===== src/rtl/tictactoe_pkg.sv =====
// Shared definitions for the tic-tac-toe CPU player.
//   cell codes  : EMPTY / P1 / P2 / NEUTRAL (2 bits per cell)
//   state_t     : move-search FSM states
//   LINE_TBL    : the 8 winning lines, scanned in this fixed order
//   PICK_ORDER  : fallback cell preference (centre, corners, edges)
//   cell_at()   : extract one cell code from an 18-bit board snapshot
package tictactoe_pkg;

    typedef logic [1:0] cell_t;

    localparam cell_t EMPTY   = 2'b00;
    localparam cell_t P1      = 2'b01;
    localparam cell_t P2      = 2'b10;
    localparam cell_t NEUTRAL = 2'b11;

    localparam logic [3:0] NO_MOVE_IDX = 4'hF;

    typedef enum logic [2:0] {
        IDLE,
        SCAN_WIN,
        SCAN_BLOCK,
        PICK,
        OFFER
    } state_t;

    localparam logic [3:0] LINE_TBL [8][3] = '{
        '{4'd0, 4'd1, 4'd2},
        '{4'd3, 4'd4, 4'd5},
        '{4'd6, 4'd7, 4'd8},
        '{4'd0, 4'd3, 4'd6},
        '{4'd1, 4'd4, 4'd7},
        '{4'd2, 4'd5, 4'd8},
        '{4'd0, 4'd4, 4'd8},
        '{4'd2, 4'd4, 4'd6}
    };

    localparam logic [3:0] PICK_ORDER [9] = '{
        4'd4, 4'd0, 4'd2, 4'd6, 4'd8, 4'd1, 4'd3, 4'd5, 4'd7
    };

    function automatic cell_t cell_at(input logic [17:0] b, input logic [3:0] idx);
        return b[{idx, 1'b0} +: 2];
    endfunction

endpackage


===== src/rtl/ttt_line_eval.sv =====
// Combinational evaluation of one board line.
//   c0,c1,c2 : the three cell codes of the line, in line-table order
//   target   : code being looked for (own code to win, opponent to block)
//   hit      : exactly two cells hold target and the third is empty
//   slot     : position (0..2) of the empty cell within the line when hit
module ttt_line_eval
    import tictactoe_pkg::*;
(
    input  cell_t      c0,
    input  cell_t      c1,
    input  cell_t      c2,
    input  cell_t      target,
    output logic       hit,
    output logic [1:0] slot
);

    // target is never EMPTY, so a cell can't be both "target" and "empty";
    // NEUTRAL cells fail both tests and therefore never complete a line.
    always_comb begin
        hit  = 1'b0;
        slot = 2'd0;
        if (c0 == EMPTY && c1 == target && c2 == target) begin
            hit  = 1'b1;
            slot = 2'd0;
        end else if (c0 == target && c1 == EMPTY && c2 == target) begin
            hit  = 1'b1;
            slot = 2'd1;
        end else if (c0 == target && c1 == target && c2 == EMPTY) begin
            hit  = 1'b1;
            slot = 2'd2;
        end
    end

endmodule


===== src/rtl/ttt_cpu_player.sv =====
// Tic-tac-toe CPU move chooser.
// On an accepted request the board is latched and searched one line per
// cycle: first for a winning move, then for a block, then a fixed-priority
// fallback pick. The result is offered with a valid/ready handshake.
//   clk, rst   : clock, synchronous active-low reset
//   board, me  : board snapshot (2 bits/cell) and CPU identity (0=P1, 1=P2)
//   req        : move request, taken only when idle
//   busy       : request in progress (acceptance edge .. handshake edge)
//   mv_valid   : offer valid; mv_idx / mv_onehot / no_move describe it
//   mv_ready   : consumer accepts the offer
module ttt_cpu_player
    import tictactoe_pkg::*;
(
    input  logic        clk,
    input  logic        rst,
    input  logic [17:0] board,
    input  logic        me,
    input  logic        req,
    output logic        busy,
    output logic        mv_valid,
    output logic [3:0]  mv_idx,
    output logic [8:0]  mv_onehot,
    output logic        no_move,
    input  logic        mv_ready
);

    state_t      state_q, state_d;
    logic [2:0]  ctr_q, ctr_d;
    logic [17:0] board_q, board_d;
    logic        me_q, me_d;
    logic        busy_q, busy_d;
    logic        valid_q, valid_d;
    logic [3:0]  idx_q, idx_d;
    logic [8:0]  onehot_q, onehot_d;
    logic        nm_q, nm_d;

    cell_t       own_code, opp_code, target;
    logic        hit;
    logic [1:0]  slot;
    logic [3:0]  pick_idx;
    logic        pick_found;

    assign own_code = me_q ? P2 : P1;
    assign opp_code = me_q ? P1 : P2;
    assign target   = (state_q == SCAN_BLOCK) ? opp_code : own_code;

    ttt_line_eval u_line_eval (
        .c0     (cell_at(board_q, LINE_TBL[ctr_q][0])),
        .c1     (cell_at(board_q, LINE_TBL[ctr_q][1])),
        .c2     (cell_at(board_q, LINE_TBL[ctr_q][2])),
        .target (target),
        .hit    (hit),
        .slot   (slot)
    );

    // Walk the priority list backwards so the earliest empty entry wins.
    always_comb begin
        pick_idx   = NO_MOVE_IDX;
        pick_found = 1'b0;
        for (int i = 8; i >= 0; i--) begin
            if (cell_at(board_q, PICK_ORDER[i]) == EMPTY) begin
                pick_idx   = PICK_ORDER[i];
                pick_found = 1'b1;
            end
        end
    end

    always_comb begin
        state_d  = state_q;
        ctr_d    = ctr_q;
        board_d  = board_q;
        me_d     = me_q;
        busy_d   = busy_q;
        valid_d  = valid_q;
        idx_d    = idx_q;
        onehot_d = onehot_q;
        nm_d     = nm_q;
        unique case (state_q)
            IDLE: begin
                if (req) begin
                    board_d = board;
                    me_d    = me;
                    ctr_d   = 3'd0;
                    busy_d  = 1'b1;
                    state_d = SCAN_WIN;
                end
            end
            SCAN_WIN, SCAN_BLOCK: begin
                if (hit) begin
                    idx_d    = LINE_TBL[ctr_q][slot];
                    onehot_d = 9'd1 << LINE_TBL[ctr_q][slot];
                    nm_d     = 1'b0;
                    valid_d  = 1'b1;
                    state_d  = OFFER;
                end else if (ctr_q == 3'd7) begin
                    ctr_d   = 3'd0;
                    state_d = (state_q == SCAN_WIN) ? SCAN_BLOCK : PICK;
                end else begin
                    ctr_d = ctr_q + 3'd1;
                end
            end
            PICK: begin
                idx_d    = pick_idx;
                onehot_d = pick_found ? (9'd1 << pick_idx) : 9'd0;
                nm_d     = ~pick_found;
                valid_d  = 1'b1;
                state_d  = OFFER;
            end
            OFFER: begin
                if (mv_ready) begin
                    valid_d = 1'b0;
                    nm_d    = 1'b0;
                    busy_d  = 1'b0;
                    state_d = IDLE;
                end
            end
            default: state_d = IDLE;
        endcase
    end

    always_ff @(posedge clk) begin
        if (!rst) begin
            state_q  <= IDLE;
            ctr_q    <= 3'd0;
            board_q  <= 18'd0;
            me_q     <= 1'b0;
            busy_q   <= 1'b0;
            valid_q  <= 1'b0;
            idx_q    <= 4'd0;
            onehot_q <= 9'd0;
            nm_q     <= 1'b0;
        end else begin
            state_q  <= state_d;
            ctr_q    <= ctr_d;
            board_q  <= board_d;
            me_q     <= me_d;
            busy_q   <= busy_d;
            valid_q  <= valid_d;
            idx_q    <= idx_d;
            onehot_q <= onehot_d;
            nm_q     <= nm_d;
        end
    end

    assign busy      = busy_q;
    assign mv_valid  = valid_q;
    assign mv_idx    = idx_q;
    assign mv_onehot = onehot_q;
    assign no_move   = nm_q;

endmodule


===== config.mk =====
export PLATFORM = sky130hd
export DESIGN_NAME = ttt_cpu_player
export DESIGN_NICKNAME = d
export VERILOG_FILES = /design/src/rtl/tictactoe_pkg.sv /design/src/rtl/ttt_line_eval.sv /design/src/rtl/ttt_cpu_player.sv
export SDC_FILE = /design/constraint.sdc
export NUM_CORES = 1
export LEC_CHECK = 0
export CAP_MARGIN = 20
export CORE_MARGIN = 8
export CORE_UTILIZATION = 50
export DETAILED_ROUTE_END_ITERATION = 7
export HOLD_SLACK_MARGIN = 0.06
export PLACE_DENSITY = 0.76
export SLEW_MARGIN = 20
export SYNTH_ARGS = -nofsm -noshare
export SYNTH_HDL_FRONTEND = slang
export SYNTH_SLANG_ARGS = --single-unit

===== constraint.sdc =====
create_clock -name clk -period 3.5 [get_ports clk]
set_clock_uncertainty 0.15 [all_clocks]
set_input_delay 0.7 -clock clk [delete_from_list [all_inputs] [get_ports clk]]
set_output_delay 0.7 -clock clk [all_outputs]
set_load 0.01 [all_outputs]

* Word level (Yosys, flattened, before mapping) *
Memories as Yosys holds them, arrays and structs flattened.
Cells that the tools add are included.

storage, ports and cells
  bits in read-only memories = 96
  register bits = 41
  word-level logic and storage cells = 118
  input bits = 23
  memories kept = 1

memory list
  name             depth  bits a word  read ports  clocked after Yosys merged registers in  wr ports  line                  RTL
  (no name shown)  8      12           1           0                                        0         ttt_cpu_player.sv:91  onehot_d = 9'd1 << LINE_TBL[ctr_q][slot];

cells by class
  bitwise operators = 3
  add/sub/neg operators = 1
  order comparisons = 2
  shift operators = 5
  equality and inequality tests = 13
  reduce and logical (&&, ||, !) cells = 30
  multiplexer cells = 54

operators with widths
  operator                                                  number
  variable part select 18 x 6 -> 2 bit                      3
  two-way mux 4 bit                                         12
  zero test 2 bit                                           12
  two-way mux 12 bit                                        2
  two-way mux 3 bit                                         7
  two-way mux 9 bit                                         2
  case mux 9 bit (2 select lines)                           1
  left shift 1 x 4 -> 9 bit, first input constant           2
  two-way mux 1 bit                                         17
  two-way mux 2 bit                                         6
  case mux 3 bit (4 select lines)                           1
  AND reduction 3 bit                                       4
  binary-select mux 4 bit (select 2 bit)                    1
  inequality test 2 bit, second input constant              4
  case mux 4 bit (2 select lines)                           1
  == test 2 bit                                             3
  == test 3 x 2 -> 1 bit, second input constant             2
  == test 3 bit, second input constant                      2
  logical AND 1 bit                                         6
  case mux 1 bit (3 select lines)                           2
  case mux 3 bit (2 select lines)                           1
  nonzero test 2 bit                                        3
  greater-or-equal comparator 4 bit, second input constant  1
  inverter 3 -> 4 bit                                       1
  other kinds (11)                                          12

* Logic depth before layout (Yosys ltp) *
Gate-level depths: netlist of the first run.

  depth in word-level cells = 18
  mapped depth = 14
  mapped depth without buffers = 12

* By module *
From an unflattened synthesis of the first run, not the netlist that was laid out.

unflattened totals
  cell total of the unflattened synthesis = 340
  area, all modules = 2715.1 µm²

modules (own cells, without submodules)
  module          cells an instance  area an instance (µm²)  times used
  ttt_cpu_player  323                2600.0                  1
  ttt_line_eval   17                 115.1                   1

* Least setup slack after synthesis of the first run *
No wires, ideal clock.

  path kind = reg2reg
  start point = reg ctr_q[0]
  end point = reg onehot_q[3] (netlist: mv_onehot[3])
  arrival = 3.405 ns
  period minus slack after synthesis = 3.629 ns
  library setup time = 0.074 ns
  stages on the path, launching flop included = 14
  setup slack = -0.129 ns
  buffers on the path = 2
  required time = 3.276 ns
  cell sequence = dfxtp_1 > clkbuf_1 > inv_1 > ha_1 > clkbuf_1 > o21ai_0 > o311a_1 > a22o_1 > or4_1 > nand4_1 > nand4_2 > or2_1 > or3_1 > a31oi_1

on the way
  longest elaborated chain between the ends = 18

RTL lines
  what                                                     line                                                           RTL
  from (decl)                                              ttt_cpu_player.sv:28                                           logic [2:0] ctr_q, ctr_d;
  from (signal assigned)                                   ttt_cpu_player.sv:134                                          ctr_q <= ctr_d;
  inverter 3 -> 4 bit (implied by the code) *              -
  memory read (8 x 12 bit) *                               -
  two-way mux 12 bit (implied by the code) * (2 in a row)  ttt_cpu_player.sv:91
  variable part select 18 x 6 -> 2 bit                     tictactoe_pkg.sv:42                                            return b[{idx, 1'b0} +: 2];
  == test 2 bit, on equally long branches                  ttt_line_eval.sv:25, ttt_line_eval.sv:28, ttt_line_eval.sv:22
  logical AND 1 bit (2 in a row)                           ttt_line_eval.sv:28                                            end else if (c0 == target && c1 == target && c2 == EMPTY) begin
  two-way mux 2 bit                                        ttt_line_eval.sv:28
  two-way mux 2 bit                                        ttt_line_eval.sv:25                                            end else if (c0 == target && c1 == EMPTY && c2 == target) begin
  two-way mux 2 bit                                        ttt_line_eval.sv:22                                            if (c0 == EMPTY && c1 == target && c2 == target) begin
  inverter 2 -> 3 bit (implied by the code)                ttt_cpu_player.sv:91
  binary-select mux 4 bit (select 2 bit)                   ttt_cpu_player.sv:91
  two-way mux 4 bit (implied by the code) (2 in a row)     ttt_cpu_player.sv:91
  left shift 1 x 4 -> 9 bit                                ttt_cpu_player.sv:91
  two-way mux 9 bit                                        ttt_cpu_player.sv:89                                           if (hit) begin
  case mux 9 bit (2 select lines)                          ttt_cpu_player.sv:78                                           unique case (state_q)
  to (signal assigned)                                     ttt_cpu_player.sv:140                                          onehot_q <= onehot_d;
  to (decl)                                                ttt_cpu_player.sv:34                                           logic [8:0] onehot_q, onehot_d;

Every way passes the cells marked *; elsewhere a longest branch is shown, timed or not. The select of a mux whose other input is x is not followed.
A chain may end at the register's enable or synchronous reset.

* Worst setup path in the final report of the first run *
  start point = reg ctr_q[1]
  end point = reg onehot_q[3] (netlist: mv_onehot[3])

The elaborated chain is that of the path after synthesis.

==> flow_metrics.tcl, run 1 <==
set metrics [dict create \
    max_stage_delay_ns 0.37 \
    clk_pin_slew_ns 0.08 \
    dieArea_um2 8569 \
    synth-adder-area-share_pct 2.561 \
    setup_ws_ns -0.1692 \
    die_h_um 92.57 \
    crit_top_cell "buf_6" \
    drt-vias-per-instance 6.378 \
    synth_most_common_cell "nand2_1" \
    crit_required_ns 3.57 \
    slew_viol_final 0 \
    overflow 0 \
    synth_top_cells_by_area "dfxtp_1 28%, nand2_1 8.2%, a21boi_0 5.1%" \
    yosysTopAreaCell "dfxtp_1" \
    clock_latency_ns 0.29 \
    syn_area_um2 2932 \
    drtIter0Drc 362 \
    rrSetupSlack_ns -0.17 \
    period_needed_ns 3.669 \
    synthCells 369 \
    core-area_um2 5781 \
    multiInputGateArea_um2 2240 \
    synth_area_per_cell_um2 7.945 \
    violations "negative setup slack" \
    finalPower_uw 1612 \
    seq_area_um2 828.3 \
    synth_enable_flop_cells 0 \
    fin_area_um2 4352 \
    slowest_stage "dfxtp_4" \
    cts_hold_buf 0 \
    avgRoutedWirePerCell_um 20.13 \
    end_kind "flop" \
    synth_flop_cell "dfxtp_1" \
    max_cap_violations 0 \
    crit_family "compound AO/OA/AOI/OAI gates" \
    min_to "busy$_SDFFE_PN0P_" \
    cts-root-buf "clkbuf_8" \
    async_flop_share_pct 0 \
    crit_chain "inv_4 -> buf_6 -> ha_4 -> buf_6 -> mux4_2 -> a22oi_2 -> a21oi_1 -> and4b_1 -> o211a_1 -> o31ai_2 -> nand4_4 -> or2_4 -> or3_1 -> a31oi_1" \
    timing.fmax_ghz 0.2725 \
    fillers 416 \
    ctsHtreeMaxLevel 2 \
    grt_max_degree 44 \
    synth_top_family_by_area "simple AND/OR/NAND/NOR gates" \
    hold_viol_final 0 \
    synth_compound_area_share_pct 25.74 \
    post_dp_cell_area_um2 3849 \
    timing.rr.start "ctr_q[1]$_SDFFE_PN0P_" \
    criticalPathCategory "reg -> reg" \
    p_leak_uw 0.001685 \
    outcome "complete, but fails checks" \
    first_pass_iters 5 \
    antennaDiodeCount 0 \
    yosys_warnings 0 \
    routabilityCongestion 0.9226 \
    tightest_slew_ns 0.6278 \
    r2r_end "mv_onehot[3]$_SDFFE_PN0P_" \
    cts_buffers 5 \
    worstHoldPathType "reg -> reg" \
    whs_path_depth 2 \
    synth_top_area_share_pct 28.00 \
    rsz0062_at_grt "true" \
    grt_usage_pct 23.81 \
    ys_top_cells_by_count "64 x nand2_1, 41 x dfxtp_1, 31 x nor2_1, 20 x a21boi_0" \
    syn2layout_area_growth_pct 48.44 \
    synth.ff_latch_count 41 \
    nets 509 \
    ant_nets 0 \
    rows 28 \
    critPathBufInv 3 \
    clock_sinks 41 \
    die_w_um 92.57 \
    cp-start-kind "flop" \
    ir_drop_mv 0.2819 \
    clk_path_buf_depth 2 \
    setup_viol 12 \
    vias 3546 \
    grt_pass1_wl_um 16570 \
    antenna_found_initial 0 \
    ys_seq_area_share_pct 28.00 \
    synthSimpleGateAreaFrac_pct 28.51 \
    placed_cells 530 \
    totalWireLength_um 11190 \
    synthXorXnorAreaFrac_pct 0.5975 \
    reg2reg_depth 14 \
    io_buffer_count 38 \
    syn-num-nets 398 \
    ys_types 63 \
    relSlewSlack_pct 57.71 \
    cts_tree "done" \
    hp-start "busy$_SDFFE_PN0P_" \
    arrival_ns 3.74 \
    drive_gt1_share_pct 30.98 \
    period_share_pct 104.8 \
    grt_pass1_vias 3375 \
    dpl.hpwl_um 7285 \
    synth.area.mux_share_pct 10.46 \
    start_util_pct 50.71 \
    num_io_pins 39 \
    critical_path.max_fanout 4 \
    p_per_area_nw_per_um2 370.3 \
    drc 0 \
    final_cells 556 \
]
worst max path at each step:
stage | end | cells past startpoint | start
2_1_floorplan | mv_onehot[3]$_SDFFE_PN0P_ | 13 | ctr_q[0]$_SDFFE_PN0P_
3_3_place_gp | mv_onehot[3]$_SDFFE_PN0P_ | 12 | ctr_q[0]$_SDFFE_PN0P_
3_5_place_dp | mv_onehot[3]$_SDFFE_PN0P_ | 12 | ctr_q[0]$_SDFFE_PN0P_
4_1_cts | mv_onehot[3]$_SDFFE_PN0P_ | 13 | ctr_q[1]$_SDFFE_PN0P_
5_1_grt | mv_onehot[3]$_SDFFE_PN0P_ | 13 | ctr_q[1]$_SDFFE_PN0P_
6_report | mv_onehot[3]$_SDFFE_PN0P_ | 14 | ctr_q[1]$_SDFFE_PN0P_
stage by stage:
step	setup TNS (ns)	util, %	worst slack [ns]	hold WS [ns]
2_1_floorplan	0	-	0.003202	0.3218
3_3_place_gp	-0.8044	66.58	-0.1205	0.3064
3_5_place_dp	-2.854	66.58	-0.2581	0.3252
4_1_cts	-0.05240	71.69	-0.03421	0.3398
5_1_grt	-2.263	75.28	-0.2917	0.3565
6_report	-0.8083	75.28	-0.1692	0.3332
tightest hold or removal path, stage by stage (launching register included):
cell	delay, ns
dfxtp_1	0.32
nand2_1	0.05
a21boi_0	0.06
power by group:
group	total (µW)	internal (µW)	switching, µW	leakage (µW)
logic	688	335	353	0.00129
clock network	408	233	175	0.0000585
registers	515	491	24.2	0.000336
layout by cell type, fill, tap and decap left out, types with 9 or more instances in the layout:
| master | netlist | routed |
|---|---|---|
| nand3b_1 | 9 | 9 |
| mux2i_1 | 13 | 13 |
| nor3_1 | 10 | 9 |
| o21ai_0 | 14 | 11 |
| nor2_1 | 31 | 29 |
| nand2_1 | 64 | 64 |
| nor2b_1 | 14 | 11 |
| buf_4 | 0 | 77 |
| clkdlybuf4s50_1 | 0 | 38 |
| dfxtp_1 | 41 | 39 |
| a21boi_0 | 20 | 20 |
flip-flops by register name, summed over array words and instances, names as in the netlist:
register and flops:
mv_valid 1, me_q 1, mv_idx 4, state_q 3, board_q 18, no_move 1, mv_onehot 9, ctr_q 3
busy 1
layout make-up:
| class | count | area share (%) |
|---|---|---|
| clock buffer | 7 | 1.984 |
| clock inverter | 1 | 0.6901 |
| inverter | 9 | 0.8338 |
| multi-input combinational | 301 | 51.47 |
| sequential | 41 | 19.03 |
| tap | 75 | 2.156 |
| timing repair buffer | 122 | 23.84 |
metal layers:
layer  track usage [%]  part of all wire [%]
met1             29.66                    40
met2             39.75                    47
met3             2.751                   8.9
met4             11.95                   4.0
met5                 0                     0
repair_timing:
| action | in CTS | in global routing |
|---|---|---|
| setup endpoints to repair | 17 | 18 |
| endpoints found under the hold margin | 0 | 0 |
| resized for setup | 25 | 32 |
| cloned | 0 | 1 |
| buffers inserted | 11 | 6 |
| pin swaps | 14 | 17 |
logic make-up (layout without fill, tap and decap cells):
family | after synthesis | in the layout
buffers and inverters | 28 | 139
DFF | 41 | 41
AOI/OAI and AO/OA | 102 | 103
muxes | 23 | 23
and+or+nand+nor | 167 | 167
xor gates and xnor gates | 2 | 2
adders and majority gates | 6 | 6
(Power assumes the default switching activity.)
==> run 2, diff against run 1 <==
--- a/config.mk
+++ b/config.mk
@@ -8,6 +8,7 @@
 export CAP_MARGIN = 20
 export CORE_MARGIN = 8
 export CORE_UTILIZATION = 50
+export CTS_CLUSTER_SIZE = 28
 export DETAILED_ROUTE_END_ITERATION = 7
 export HOLD_SLACK_MARGIN = 0.06
 export PLACE_DENSITY = 0.76
==> results of run 2 <==
Same layout as run 1: the final DEF is identical, and so are final timing and power.
